**config.mk**
```make
export PLATFORM = sky130hd
export DESIGN_NAME = ps2_keymatrix
export DESIGN_NICKNAME = d
export VERILOG_FILES = /design/src/rtl/ps2_keymatrix.sv
export SDC_FILE = /design/constraint.sdc
export NUM_CORES = 1
export LEC_CHECK = 0
export ABC_AREA = 1
export BUFFER_PORTS_ARGS = -buffer_cell sky130_fd_sc_hd__buf_2
export CAP_MARGIN = 10
export CORE_ASPECT_RATIO = 1.1
export CORE_MARGIN = 5
export CORE_UTILIZATION = 40
export CTS_CLUSTER_DIAMETER = 30
export CTS_CLUSTER_SIZE = 24
export DETAILED_ROUTE_END_ITERATION = 10
export SYNTH_ARGS = -nofsm -noshare
export SYNTH_HDL_FRONTEND = slang
export SYNTH_SLANG_ARGS = --single-unit
```
**constraint.sdc**
```tcl
create_clock -name busclk_i -period 4.2 [get_ports busclk_i]
set_input_delay 0 -clock busclk_i [delete_from_list [all_inputs] [get_ports busclk_i]]
set_output_delay 0 -clock busclk_i [all_outputs]
set_load 0.02 [all_outputs]
```
**src/rtl/ps2_keymatrix.sv**
```systemverilog
// rtl/ps2_keymatrix.sv - PS/2 keyboard receiver and CPC key-matrix bus writer
`timescale 1ns/1ps
module ps2_keymatrix #(
    parameter int FILTER_LEN     = 8,
    parameter int TIMEOUT_CYCLES = 48000
) (
    input  logic       busclk_i,
    input  logic       nreset_i,
    input  logic       ps2_clk_i,
    input  logic       ps2_data_i,
    output logic [8:0] map_addr_o,
    input  logic [7:0] map_data_i,
    output logic       bus_req_o,
    input  logic       bus_gnt_i,
    output logic [3:0] A_o,
    output logic [7:0] D_o,
    output logic       nWR_o,
    output logic       frame_err_o,
    output logic       overflow_o
);
    localparam int FW = $clog2(FILTER_LEN + 1);
    localparam int TW = $clog2(TIMEOUT_CYCLES + 1);

    typedef enum logic [2:0] {IDLE, LOOKUP, CHECK, REQ, WR_ROW, GAP, WR_CMT, DONE} state_t;

    logic [1:0]    clk_sync_q, dat_sync_q;
    logic          filt_q;
    logic [FW-1:0] fcnt_q;
    logic [3:0]    bitcnt_q;
    logic [7:0]    sr_q;
    logic          par_q;
    logic [TW-1:0] tcnt_q;
    logic          err_q, ovf_q;
    logic          buf_full_q;
    logic [7:0]    buf_q;

    logic fall, dat_s, par_ok, timeout, rx_done, rx_bad, pop;

    assign dat_s   = dat_sync_q[1];
    assign par_ok  = ^{sr_q, par_q};
    assign fall    = filt_q && !clk_sync_q[1] && (fcnt_q == FW'(FILTER_LEN - 1));
    assign timeout = !fall && (bitcnt_q != 4'd0) && (tcnt_q == TW'(TIMEOUT_CYCLES - 1));
    assign rx_done = fall && (bitcnt_q == 4'd10) && dat_s && par_ok;
    assign rx_bad  = timeout
                   || (fall && (bitcnt_q == 4'd0) && dat_s)
                   || (fall && (bitcnt_q == 4'd10) && !(dat_s && par_ok));

    // Filtered clk only follows the synchronised line after FILTER_LEN agreeing samples.
    always_ff @(posedge busclk_i or negedge nreset_i) begin
        if (!nreset_i) begin
            clk_sync_q <= 2'b11;
            dat_sync_q <= 2'b11;
            filt_q     <= 1'b1;
            fcnt_q     <= '0;
        end else begin
            clk_sync_q <= {clk_sync_q[0], ps2_clk_i};
            dat_sync_q <= {dat_sync_q[0], ps2_data_i};
            if (clk_sync_q[1] == filt_q) begin
                fcnt_q <= '0;
            end else if (fcnt_q == FW'(FILTER_LEN - 1)) begin
                filt_q <= clk_sync_q[1];
                fcnt_q <= '0;
            end else begin
                fcnt_q <= fcnt_q + FW'(1);
            end
        end
    end

    always_ff @(posedge busclk_i or negedge nreset_i) begin
        if (!nreset_i) begin
            bitcnt_q   <= '0;
            sr_q       <= '0;
            par_q      <= 1'b0;
            tcnt_q     <= '0;
            err_q      <= 1'b0;
            ovf_q      <= 1'b0;
            buf_full_q <= 1'b0;
            buf_q      <= '0;
        end else begin
            err_q <= rx_bad;
            ovf_q <= rx_done && buf_full_q;
            if (fall) begin
                tcnt_q <= '0;
                case (bitcnt_q)
                    4'd0:    if (!dat_s) bitcnt_q <= 4'd1;
                    4'd9:    begin par_q <= dat_s; bitcnt_q <= 4'd10; end
                    4'd10:   bitcnt_q <= 4'd0;
                    default: begin sr_q <= {dat_s, sr_q[7:1]}; bitcnt_q <= bitcnt_q + 4'd1; end
                endcase
            end else if (timeout) begin
                bitcnt_q <= '0;
                tcnt_q   <= '0;
            end else if (bitcnt_q != 4'd0) begin
                tcnt_q <= tcnt_q + TW'(1);
            end else begin
                tcnt_q <= '0;
            end
            if (rx_done && !buf_full_q) begin
                buf_q      <= sr_q;
                buf_full_q <= 1'b1;
            end else if (pop) begin
                buf_full_q <= 1'b0;
            end
        end
    end

    state_t      state_q, state_d;
    logic        ext_q, ext_d, brk_q, brk_d, clr_q, clr_d;
    logic [2:0]  skip_q, skip_d;
    logic [3:0]  row_q, row_d;
    logic [7:0]  rowbyte_q, rowbyte_d;
    logic [8:0]  maddr_q, maddr_d;
    logic [79:0] shadow_q, shadow_d;
    logic [6:0]  idx;
    logic        newbit;

    assign idx    = map_data_i[6:0];
    assign newbit = !brk_q;

    always_comb begin
        state_d   = state_q;
        ext_d     = ext_q;
        brk_d     = brk_q;
        clr_d     = clr_q;
        skip_d    = skip_q;
        row_d     = row_q;
        rowbyte_d = rowbyte_q;
        maddr_d   = maddr_q;
        shadow_d  = shadow_q;
        pop       = 1'b0;
        case (state_q)
            IDLE: if (buf_full_q) begin
                pop = 1'b1;
                if (skip_q != 3'd0) begin
                    skip_d = skip_q - 3'd1;
                end else begin
                    case (buf_q)
                        8'hE0: ext_d = 1'b1;
                        8'hF0: brk_d = 1'b1;
                        8'hE1: skip_d = 3'd7;
                        8'hFA, 8'hFE: ;
                        default: begin
                            if (buf_q == 8'hAA && !ext_q && !brk_q) begin
                                shadow_d = '0;
                                clr_d    = 1'b1;
                                state_d  = REQ;
                            end else begin
                                maddr_d = {ext_q, buf_q};
                                state_d = LOOKUP;
                            end
                        end
                    endcase
                end
            end
            LOOKUP: state_d = CHECK;
            CHECK: begin
                ext_d   = 1'b0;
                brk_d   = 1'b0;
                state_d = IDLE;
                if (map_data_i[7] && idx < 7'd80 && shadow_q[idx] != newbit) begin
                    shadow_d[idx] = newbit;
                    row_d         = idx[6:3];
                    rowbyte_d     = shadow_d[{idx[6:3], 3'b000} +: 8];
                    state_d       = REQ;
                end
            end
            REQ:    if (bus_gnt_i) state_d = clr_q ? WR_CMT : WR_ROW;
            WR_ROW: state_d = GAP;
            GAP:    state_d = WR_CMT;
            WR_CMT: state_d = DONE;
            DONE: begin
                clr_d   = 1'b0;
                state_d = IDLE;
            end
            default: state_d = IDLE;
        endcase
    end

    always_ff @(posedge busclk_i or negedge nreset_i) begin
        if (!nreset_i) begin
            state_q   <= IDLE;
            ext_q     <= 1'b0;
            brk_q     <= 1'b0;
            clr_q     <= 1'b0;
            skip_q    <= '0;
            row_q     <= '0;
            rowbyte_q <= '0;
            maddr_q   <= '0;
            shadow_q  <= '0;
        end else begin
            state_q   <= state_d;
            ext_q     <= ext_d;
            brk_q     <= brk_d;
            clr_q     <= clr_d;
            skip_q    <= skip_d;
            row_q     <= row_d;
            rowbyte_q <= rowbyte_d;
            maddr_q   <= maddr_d;
            shadow_q  <= shadow_d;
        end
    end

    // Bus outputs decode straight from the state register so reset releases them at once.
    always_comb begin
        bus_req_o = 1'b0;
        A_o       = '0;
        D_o       = '0;
        nWR_o     = 1'b1;
        case (state_q)
            REQ:    bus_req_o = 1'b1;
            WR_ROW: begin bus_req_o = 1'b1; A_o = row_q; D_o = rowbyte_q; nWR_o = 1'b0; end
            GAP:    begin bus_req_o = 1'b1; A_o = row_q; D_o = rowbyte_q; end
            WR_CMT: begin
                bus_req_o = 1'b1;
                A_o       = 4'hA;
                D_o       = clr_q ? 8'h80 : 8'h01;
                nWR_o     = 1'b0;
            end
            default: ;
        endcase
    end

    assign map_addr_o  = maddr_q;
    assign frame_err_o = err_q;
    assign overflow_o  = ovf_q;
endmodule

```
# Yosys cells after proc, flatten, opt, wreduce, memory -nomap -nowiden
# Cells that the tools add are included.
[totals]
out_inout_bits = 25
elab_cells = 167
ff_bits = 159
inputBits = 13
[op_classes]
n_addsub = 4
n_reduce_logical = 53
order_cmp = 3
shifts = 1
bitwise = 5
muxes = 52
eq_ne = 28
[op_table]
columns = ["op", "n"]
rows = [
  ["$mux 80", 5],
  ["$pmux 80 s2", 1],
  ["$bwmux 80", 1],
  ["$shiftx 80x8->8", 1],
  ["$eq 8x8->1 const B", 6],
  ["$mux 16", 3],
  ["$pmux 3 s8", 1],
  ["$mux 4", 5],
  ["$logic_and 1x1->1", 18],
  ["$mux 1", 18],
  ["$mux 3", 6],
  ["$add 16x1->16 const B", 1],
  ["$eq 16x16->1 const B", 1],
  ["$pmux 8 s2", 1],
  ["$eq 3x3->1 const B", 4],
  ["$ne 2x2->1 const B", 6],
  ["$pmux 4 s3", 1],
  ["$reduce_and 4->1", 3],
  ["$reduce_and 2->1", 5],
  ["$reduce_and 5->1", 2],
  ["$reduce_bool 2->1", 5],
  ["$reduce_xor 9->1", 1],
  ["$add 4x1->4 const B", 2],
  ["$eq 4x4->1 const B", 2],
  ["30 further kinds", 47],
]

# Depth between registers and ports, before layout
# Gate-level depths: netlist of run 1.
[logic_depth]
ltp_word = 8
ltp_mapped = 20
depth_no_buf = 17

# Worst setup path after synthesis of run 1
# No wires, ideal clock.
[synth_path]
path_type = "register to register"
from = "reg brk_q"
to = "reg shadow_q[0]"
setup_slack_ns = 2.326
stages_incl_launch_ff = 8
t_required_ns = 4.134
setup_ns = 0.066
n_path_buf = 2
arrival_time_ns = 1.808
period_less_slack_ns = 1.874
cell_sequence = "dfrtp_1 > clkbuf_1 > nor4_1 > nand3_1 > o21ai_1 > clkbuf_1 > nand3_1 > nand2_1"
[synth_between]
elab_chain_len = 5
elab_cells_between_ends = 10
classes_between = "eq/ne (3); mux (3); reduce/logical (4)"
[synth_lines]
columns = ["item", "line", "text"]
rows = [
  ["start, declared", "108", "logic ext_q, ext_d, brk_q, brk_d, clr_q, clr_d;"],
  ["start signal, assigned", "193", "brk_q <= brk_d;"],
  ["$logic_not 1->1 *", "118, 143", ""],
  ["$ne 1x1->1", "160", "if (map_data_i[7] && idx < 7'd80 && shadow_q[idx] != newbit) begin"],
  ["$logic_and 1x1->1", "160", ""],
  ["$ne 2x2->1 (no source line)", "--", ""],
  ["$reduce_and 6->1 (no source line)", "--", ""],
  ["end signal, assigned", "199", "shadow_q <= shadow_d;"],
  ["end, declared", "113", "logic [79:0] shadow_q, shadow_d;"],
]
# Mark *: on every way between the ends. The rest lies on a longest branch, timed or not. The select of a mux whose other input is x is not followed.
# A chain may end at the register's enable or synchronous reset.

# Worst setup path after layout of run 1
[layout_path]
from = "in map_data_i[4]"
to = "reg rowbyte_q[7]"
[layout_between]
elab_chain_len = 6
elab_cells_between_ends = 14
classes_between = "order compare (3); eq/ne (1); shift (1); mux (5); reduce/logical (4)"
[layout_lines]
columns = ["item", "line", "text"]
rows = [
  ["start, declared", "12", "input logic [7:0] map_data_i,"],
  ["$lt 7x8->1 (not written as such) or $ge 7x1->1 (tied branches)", "161", "shadow_d[idx] = newbit;"],
  ["$logic_and 1x1->1 (not written as such)", "161", ""],
  ["$mux 1 (not written as such)", "161", ""],
  ["$demux 1 s7", "161", ""],
  ["$bwmux 80", "161", ""],
  ["$shiftx 80x8->8", "163", "rowbyte_d = shadow_d[{idx[6:3], 3'b000} +: 8];"],
  ["end signal, assigned", "197", "rowbyte_q <= rowbyte_d;"],
  ["end, declared", "111", "logic [7:0] rowbyte_q, rowbyte_d;"],
]
# Several ways; a longest one is shown, not always the timed one. The select of a mux whose other input is x is not followed.

==> results.cfg, run 1 <==
[run_status]
status = finished clean

[power]
clkPwrFrac_pct = 34.8
p_comb_share_pct = 28.0
power_switching_share_pct = 40.8
seqPwrFrac_pct = 37.2
powerDensity_mw_per_mm2 = 413
p_leak_uw = 0.00557
p_sw_uw = 1870
vdd_drop_max_mv = 0.487
intPower_uw = 2710

[grt]
antenna_found_initial = 0
grt_use_total_pct = 20.9
grt_pass1_vias = 9344
grt_overflow = 0
grt_max_degree = 83
grt_pass1_wl_um = 48300

[yosys]
yosysUniqueCellTypes = 34
synth-main-ff-cell = dfrtp_1
synth_cells = 1504
synth_fp_nets = 1526
synth_edf_count = 0
syn_avg_cell_area_um2 = 6.63
syn-cell-area_mm2 = 0.00997
ys_warn_count = 0
ys_seq_area_share_pct = 40.0
async_flop_share_pct = 100
synth-seq-cells = 159

[clock_tree]
cts-root-buf = clkbuf_16
clock_latency_ns = 0.44
clkSlewWorstSetupHoldPaths_ns = 0.07
numClockSinks = 159
max-clock-path-buffers = 2
cts_tree = yes
htreeDepth = 4
post_cts_resized = 0
numCtsBuffers = 17

[timing]
min_period_ns = 3.13
setup_violations = 0
rsz0062_at_grt = false
fmax_mhz = 320
slew_viol_final = 0
worst_pin_slew_ns = 0.915
finClkSkew_ns = 0.0174
finalHoldViolCount = 0
finalSetupTns_ns = 0
timing.final.crit_share_pct = 74.4
fin_ws_ns = 1.07
maxSlewHeadroom_pct = 38.8

[setup_path]
crit_cells = 11
critPathRequiredTime_ns = 4.52
r2r_end = shadow_q[58]$_DFFE_PN0P_
path_buf_inv = 3
arrival_ns = 3.45
crit_path_max_incr_delay_ns = 0.68
cpMaxStageDelayCell = nor2_1
critical_path.max_fanout = 14
end_kind = register
crit_type = in -> reg
cp-start-kind = input port
cp_cell_sequence = dlygate4sd3_1, buf_2, inv_1, nand2_1, nor2_1, nand2_1, o21ai_0, o22ai_1, o21ai_0, nand4_1, o21a_1
r2r-start = brk_q$_DFFE_PN0P_
crit_end = rowbyte_q[7]$_DFFE_PN0P_
ff2ff_setup_slack_ns = 1.30
reg2regPathDepth = 8
crit_start = map_data_i[4]
critPathTopFamily = simple AND/OR/NAND/NOR gates

[floorplanning]
coreArea_mm2 = 0.0245
ios = 38
die_w_um = 161
dieHeight_um = 176
die-area_mm2 = 0.0282
rows = 60
initial_utilization_pct = 40.6

[final_layout]
syn2layout_area_growth_pct = 11.1
num-nets-final = 1537
drive_gt1_share_pct = 7.46
fillCellCount = 2519
antenna_cells = 0

[placed_design]
pre_cts_slack_ns = 1.06
dp_hpwl_um = 19400
io_buffer_count = 37
gp_congestion = 0.932

[run]
maxCapViolations = 0

[detailed_routing]
drtIter0Drc = 718
wire_per_inst_um = 15.8
routed_wl_um = 29100
via_per_inst = 5.26
vias = 9663
drt_drc_violations_left = 0
dr.pass1.iters = 5
ant_nets = 0

[worst_hold_path]
hold_path_class = in -> async
[metrics by stage]
| step | area, um^2 | hold WS (ns) | util [%] | power, uW | instances |
|---|---|---|---|---|---|
| 2_1_floorplan | 9970 | -0.296 | - | 2680 | 1504 |
| 3_3_place_gp | 10400 | 0.107 | 42.3 | 3020 | 1798 |
| 3_5_place_dp | 10400 | 0.107 | 42.3 | 3020 | 1798 |
| 4_1_cts | 11100 | 0.188 | 45.1 | 4630 | 1838 |
| 5_1_grt | 11100 | 0.222 | 45.1 | 4840 | 1838 |
| 6_report | 11100 | 0.196 | 45.1 | 4580 | 1838 |
[logic make-up (layout without fill, tap and decap cells)]
family	count (synthesis)	after routing	share of synthesized area [%]
AO/OA/AOI/OAI	242	242	13.4
XOR/XNOR	17	17	1.49
adder cells (fa/ha/maj)	9	9	1.13
buffers and inverters	245	269	10.1
flip-flops	159	159	40.0
multiplexers	4	4	0.452
AND/OR/NAND/NOR	828	828	33.5
[cells in the mapped netlist, types with 2 or more instances]
library cell,count,area (um^2)
nand2_4,2,22.5
nor4_1,4,25.0
nor2_1,202,758
dfrtp_1,154,3850
nand3_1,121,606
xnor2_1,7,61.3
o21a_1,2,15.0
nand2_1,474,1780
o32ai_1,9,78.8
inv_2,2,7.51
o22ai_1,28,175
mux2_2,4,45.0
dfstp_2,5,131
inv_1,161,604
a31oi_1,26,163
o21ai_0,100,500
o21ai_1,2,10.0
nand4_1,6,37.5
clkbuf_1,34,128
xor2_1,10,87.6
ha_1,9,113
buf_2,32,160
nor2_2,2,12.5
nor3_1,16,80.1
a21oi_1,70,350
buf_4,13,97.6
buf_1,2,7.51
[metal layers]
| layer | global-route usage [%] | vias up | share of wire, % | wire [um] |
|---|---|---|---|---|
| li1 | - | 4818 | - | - |
| met1 | 27.7 | 4469 | 44 | 12900 |
| met2 | 33.8 | 308 | 46 | 13300 |
| met3 | 3.07 | 68 | 6.2 | 1810 |
| met4 | 9.43 | 0 | 3.7 | 1080 |
| met5 | 0 | - | 0 | 0 |
[placed cells by master (no fill, tap or decap), types with 2 or more instances in the layout]
| cell type | netlist | final |
|---|---|---|
| inv_6 | 0 | 4 |
| inv_8 | 0 | 2 |
| o32ai_1 | 9 | 9 |
| o21ai_0 | 100 | 100 |
| o21a_1 | 2 | 2 |
| inv_2 | 2 | 2 |
| nand4_1 | 6 | 6 |
| nor4_1 | 4 | 4 |
| clkbuf_16 | 0 | 17 |
| xor2_1 | 10 | 10 |
| a21oi_1 | 70 | 70 |
| dfstp_2 | 5 | 5 |
| dlygate4sd3_1 | 0 | 8 |
| clkinv_8 | 0 | 8 |
| nor3_1 | 16 | 16 |
| buf_2 | 32 | 36 |
| nand3_1 | 121 | 121 |
| a31oi_1 | 26 | 26 |
| buf_4 | 13 | 28 |
| dfrtp_1 | 154 | 154 |
| mux2_2 | 4 | 4 |
| nor2_1 | 202 | 202 |
| ha_1 | 9 | 9 |
| nand2_4 | 2 | 2 |
| xnor2_1 | 7 | 7 |
| o22ai_1 | 28 | 28 |
| nand2_1 | 474 | 474 |
| nor2_2 | 2 | 2 |
| inv_1 | 161 | 161 |
[layout make-up]
class / count / area (um^2) / area share (%)
clock inverters: 15 / 193 / 1.74
clock buffers: 17 / 425 / 3.84
well taps: 310 / 388 / 3.50
repair buffers: 73 / 482 / 4.35
inverters: 164 / 616 / 5.56
flip-flops and latches: 159 / 3990 / 36.0
multi-input cells: 1100 / 4990 / 45.0
[worst min-delay path by stage]
stage	from	to	slack (ns)	depth (start not counted)
floorplan	nreset_i	bitcnt_q[0]$_DFFE_PN0P_	-0.30	0
global placement	ps2_data_i	dat_sync_q[0]$_DFF_PN1_	0.11	1
detailed placement	ps2_data_i	dat_sync_q[0]$_DFF_PN1_	0.11	1
CTS	ps2_data_i	dat_sync_q[0]$_DFF_PN1_	0.19	2
global route	ps2_data_i	dat_sync_q[0]$_DFF_PN1_	0.22	2
finish	nreset_i	shadow_q[36]$_DFFE_PN0P_	0.20	2
[power by group through the flow]
| stage | Sequential, uW | Clock [uW] | Combinational (uW) |
|---|---|---|---|
| floorplan | 1710 | 0 | 967 |
| global placement | 1730 | 0 | 1290 |
| detailed placement | 1730 | 0 | 1280 |
| CTS | 1700 | 1640 | 1290 |
| global route | 1720 | 1690 | 1430 |
| finish | 1700 | 1600 | 1280 |
[worst register-to-register path, stage by stage (launching register included)]
cell and delay, ns:
dfrtp_1 0.78, inv_1 0.15, buf_4 0.28, nand2_1 0.16
nand3_4 0.26, nand2_4 0.16, buf_4 0.70, nand3_1 0.23
nand2_1 0.12
[sequential cells by signal, summed over array words and instances (netlist names), 3 cells and up]
name / cells
bitcnt_q: 4
buf_q: 8
fcnt_q: 4
map_addr_o: 9
row_q: 4
rowbyte_q: 8
shadow_q: 80
skip_q: 3
sr_q: 8
state_q: 3
tcnt_q: 16
[repair_timing]
item,4_1_cts,5_1_grt
hold buffers,8,0
hold endpoints to repair,87,0
setup buffers,0,0
(Power assumes the default switching activity.)
==> run 2, diff against run 1 <==
--- a/config.mk
+++ b/config.mk
@@ -5,7 +5,7 @@
 export SDC_FILE = /design/constraint.sdc
 export NUM_CORES = 1
 export LEC_CHECK = 0
-export ABC_AREA = 1
+export ABC_AREA = 0
 export BUFFER_PORTS_ARGS = -buffer_cell sky130_fd_sc_hd__buf_2
 export CAP_MARGIN = 10
 export CORE_ASPECT_RATIO = 1.1
==> constraint.sdc (replaced) <==
create_clock -name busclk_i -period 2.61 [get_ports busclk_i]
set_input_delay 0 -clock busclk_i [delete_from_list [all_inputs] [get_ports busclk_i]]
set_output_delay 0 -clock busclk_i [all_outputs]
set_load 0.02 [all_outputs]
==> run 2 against run 1 <==
Highest routed layer is now met5. Combinational power shrank 59%. Setup slack lost 1.1 ns. Hold slack lost 0.064 ns. Die area shrank 2.9%.
==> results.cfg, run 2 <==
[run_status]
status = finished clean

[yosys]
yosysMostFrequentCell = dfrtp_1
synth_fp_nets = 1048
yosysUniqueCellTypes = 78
ys_seq_area_share_pct = 41.2
synth-seq-cells = 159
synth_top_area_share_pct = 39.9
synthTopCellsByCount = dfrtp_1, nand2_1, a21oi_1
syn-cell-area_mm2 = 0.00966
synthTopCellsByArea = dfrtp_1, a221o_1, a21oi_1, nand2_1, mux2_2
syn_avg_cell_area_um2 = 9.42
ys_warn_count = 0
synth_edf_count = 0
async_flop_share_pct = 100
synth_cells = 1026
synth_area_leader_cell = dfrtp_1
synth-main-ff-cell = dfrtp_1

[setup_path]
arrival_ns = 2.90
ff2ff_setup_slack_ns = 0.02
reg2regPathDepth = 9
critPathRequiredTime_ns = 2.92
r2r-start = shadow_q[38]$_DFFE_PN0P_
cpMaxStageDelayCell = dfrtp_2
critical_path.max_fanout = 34
path_buf_inv = 1
crit_start = shadow_q[38]$_DFFE_PN0P_
crit_path_max_incr_delay_ns = 0.45
crit_type = reg -> reg
cp-start-kind = register
end_kind = register
crit_cells = 9
critPathTopFamily = compound AO/OA/AOI/OAI gates
r2r_end = shadow_q[30]$_DFFE_PN0P_
crit_end = shadow_q[30]$_DFFE_PN0P_
cp_cell_sequence = mux2i_1, o22ai_1, o31ai_1, nand2_1, o41ai_4, a31oi_2, and2_4, buf_12, a221o_1

[grt]
grt_pass1_vias = 8343
grt_max_degree = 75
grt_overflow = 0
antenna_found_initial = 1
grt_use_total_pct = 22.6
grt_pass1_wl_um = 48600

[detailed_routing]
via_per_inst = 6.23
drt_drc_violations_left = 0
vias = 8733
ant_nets = 0
routed_wl_um = 31000
dr.pass1.iters = 5
wire_per_inst_um = 22.1
drtIter0Drc = 948

[final_layout]
syn2layout_area_growth_pct = 16.1
num-nets-final = 1105
fillCellCount = 2279
layout_commonest_cell = dfrtp_1
final_cell_mix = dfrtp_1, nand2_1, a21oi_1
largest_reg_flops = 80
drive_gt1_share_pct = 20.1
antenna_cells = 0
final_cells = 1401
top_register = shadow_q
finalInstanceArea_mm2 = 0.0112

[floorplanning]
ios = 38
die_w_um = 158
rows = 59
die-area_mm2 = 0.0274
dieHeight_um = 173
initial_utilization_pct = 40.6
coreArea_mm2 = 0.0238

[timing]
fin_ws_ns = 0.0190
finClkSkew_ns = 0.0124
min_period_ns = 2.59
timing.final.crit_share_pct = 99.3
slew_viol_final = 0
rsz0062_at_grt = true
finalSetupTns_ns = 0
fmax_mhz = 386
setup_violations = 0
maxSlewHeadroom_pct = 43.8
finalHoldViolCount = 0
worst_pin_slew_ns = 0.844

[placed_design]
gp_congestion = 0.981
placed_cells = 1357
dp_hpwl_um = 21400
pre_cts_slack_ns = 0.0287
io_buffer_count = 37
placed_cell_area_mm2 = 0.0104

[power]
vdd_drop_max_mv = 0.358
powerDensity_mw_per_mm2 = 510
p_leak_uw = 0.00482

[clock_tree]
clock_latency_ns = 0.44
numCtsBuffers = 17
numClockSinks = 159
htreeDepth = 4
clkSlewWorstSetupHoldPaths_ns = 0.08
cts-root-buf = clkbuf_16
max-clock-path-buffers = 2
cts_tree = yes

[run]
maxCapViolations = 0

[worst_hold_path]
hold_path_class = in -> async
## run 2: changes by cell type in the layout (fill, tap and decap cells not counted), sizes merged, moves of 11 or more
cell,delta
o21ai,-75
mux2i,+28
a21oi,+31
buf,+54
mux2,+36
and3,+17
nor4,+11
o22ai,-17
nand3,-83
a221o,+58
nor2,-134
nand2b,+17
nand2,-344
inv,-139
## run 2: through the flow
step	power, uW	utilization, %	hold slack [ns]
2_1_floorplan	2840	-	-0.296
3_3_place_gp	3050	43.9	0.0775
3_5_place_dp	3060	43.9	0.0772
4_1_cts	5750	46.7	0.120
5_1_grt	5930	47.2	0.147
6_report	5720	47.2	0.132
## run 2: timing repair
item,4_1_cts,5_1_grt
endpoints found under the setup margin,0,69
setup buffers,0,7
hold buffers,4,0
hold endpoints to repair,71,0
gates resized for setup,0,13
## run 2: kinds of logic after synthesis
group / Yosys count / share of synthesized area, %
compound gates: 302 / 22.3
xor+xnor: 23 / 2.09
flops: 159 / 41.2
buf+inv: 106 / 5.36
mux: 75 / 9.19
fa+ha+maj: 9 / 1.17
simple gates: 352 / 18.7
## run 2: worst min path at each step
| stage | startpoint | endpoint | slack [ns] | cells after the start |
|---|---|---|---|---|
| after floorplan | nreset_i | bitcnt_q[0]$_DFFE_PN0P_ | -0.30 | 0 |
| after global placement | nreset_i | shadow_q[66]$_DFFE_PN0P_ | 0.08 | 1 |
| after detailed placement | nreset_i | shadow_q[66]$_DFFE_PN0P_ | 0.08 | 1 |
| final | nreset_i | shadow_q[66]$_DFFE_PN0P_ | 0.13 | 2 |
| after CTS | map_data_i[4] | row_q[1]$_DFFE_PN0P_ | 0.12 | 3 |
| after global routing | map_data_i[4] | row_q[1]$_DFFE_PN0P_ | 0.15 | 3 |
## run 2: layout make-up
type | instances | area, um^2 | area share (%)
multi-input cells | 761 | 5220 | 46.5
inverters | 21 | 78.8 | 0.703
repair buffers | 123 | 910 | 8.11
clock inverters | 15 | 210 | 1.87
flip-flops and latches | 159 | 3990 | 35.6
clock buffers | 17 | 425 | 3.79
well taps | 305 | 382 | 3.40
## run 2: report_power, final
part,internal [uW],switching (uW),leakage (uW)
sequential,2490,24.5,0.00187
clock,1410,1270,0.000309
combinational,191,327,0.00264
total,4090,1620,0.00482
## run 2: metal layers
metal  share of wire (%)  track usage, %  up-vias
met4                 3.6            7.79        2
met5               0.023               0        -
met3                 7.3            3.98       81
li1                    -               -     3933
met1                  43            32.8     4298
met2                  46            34.0      419
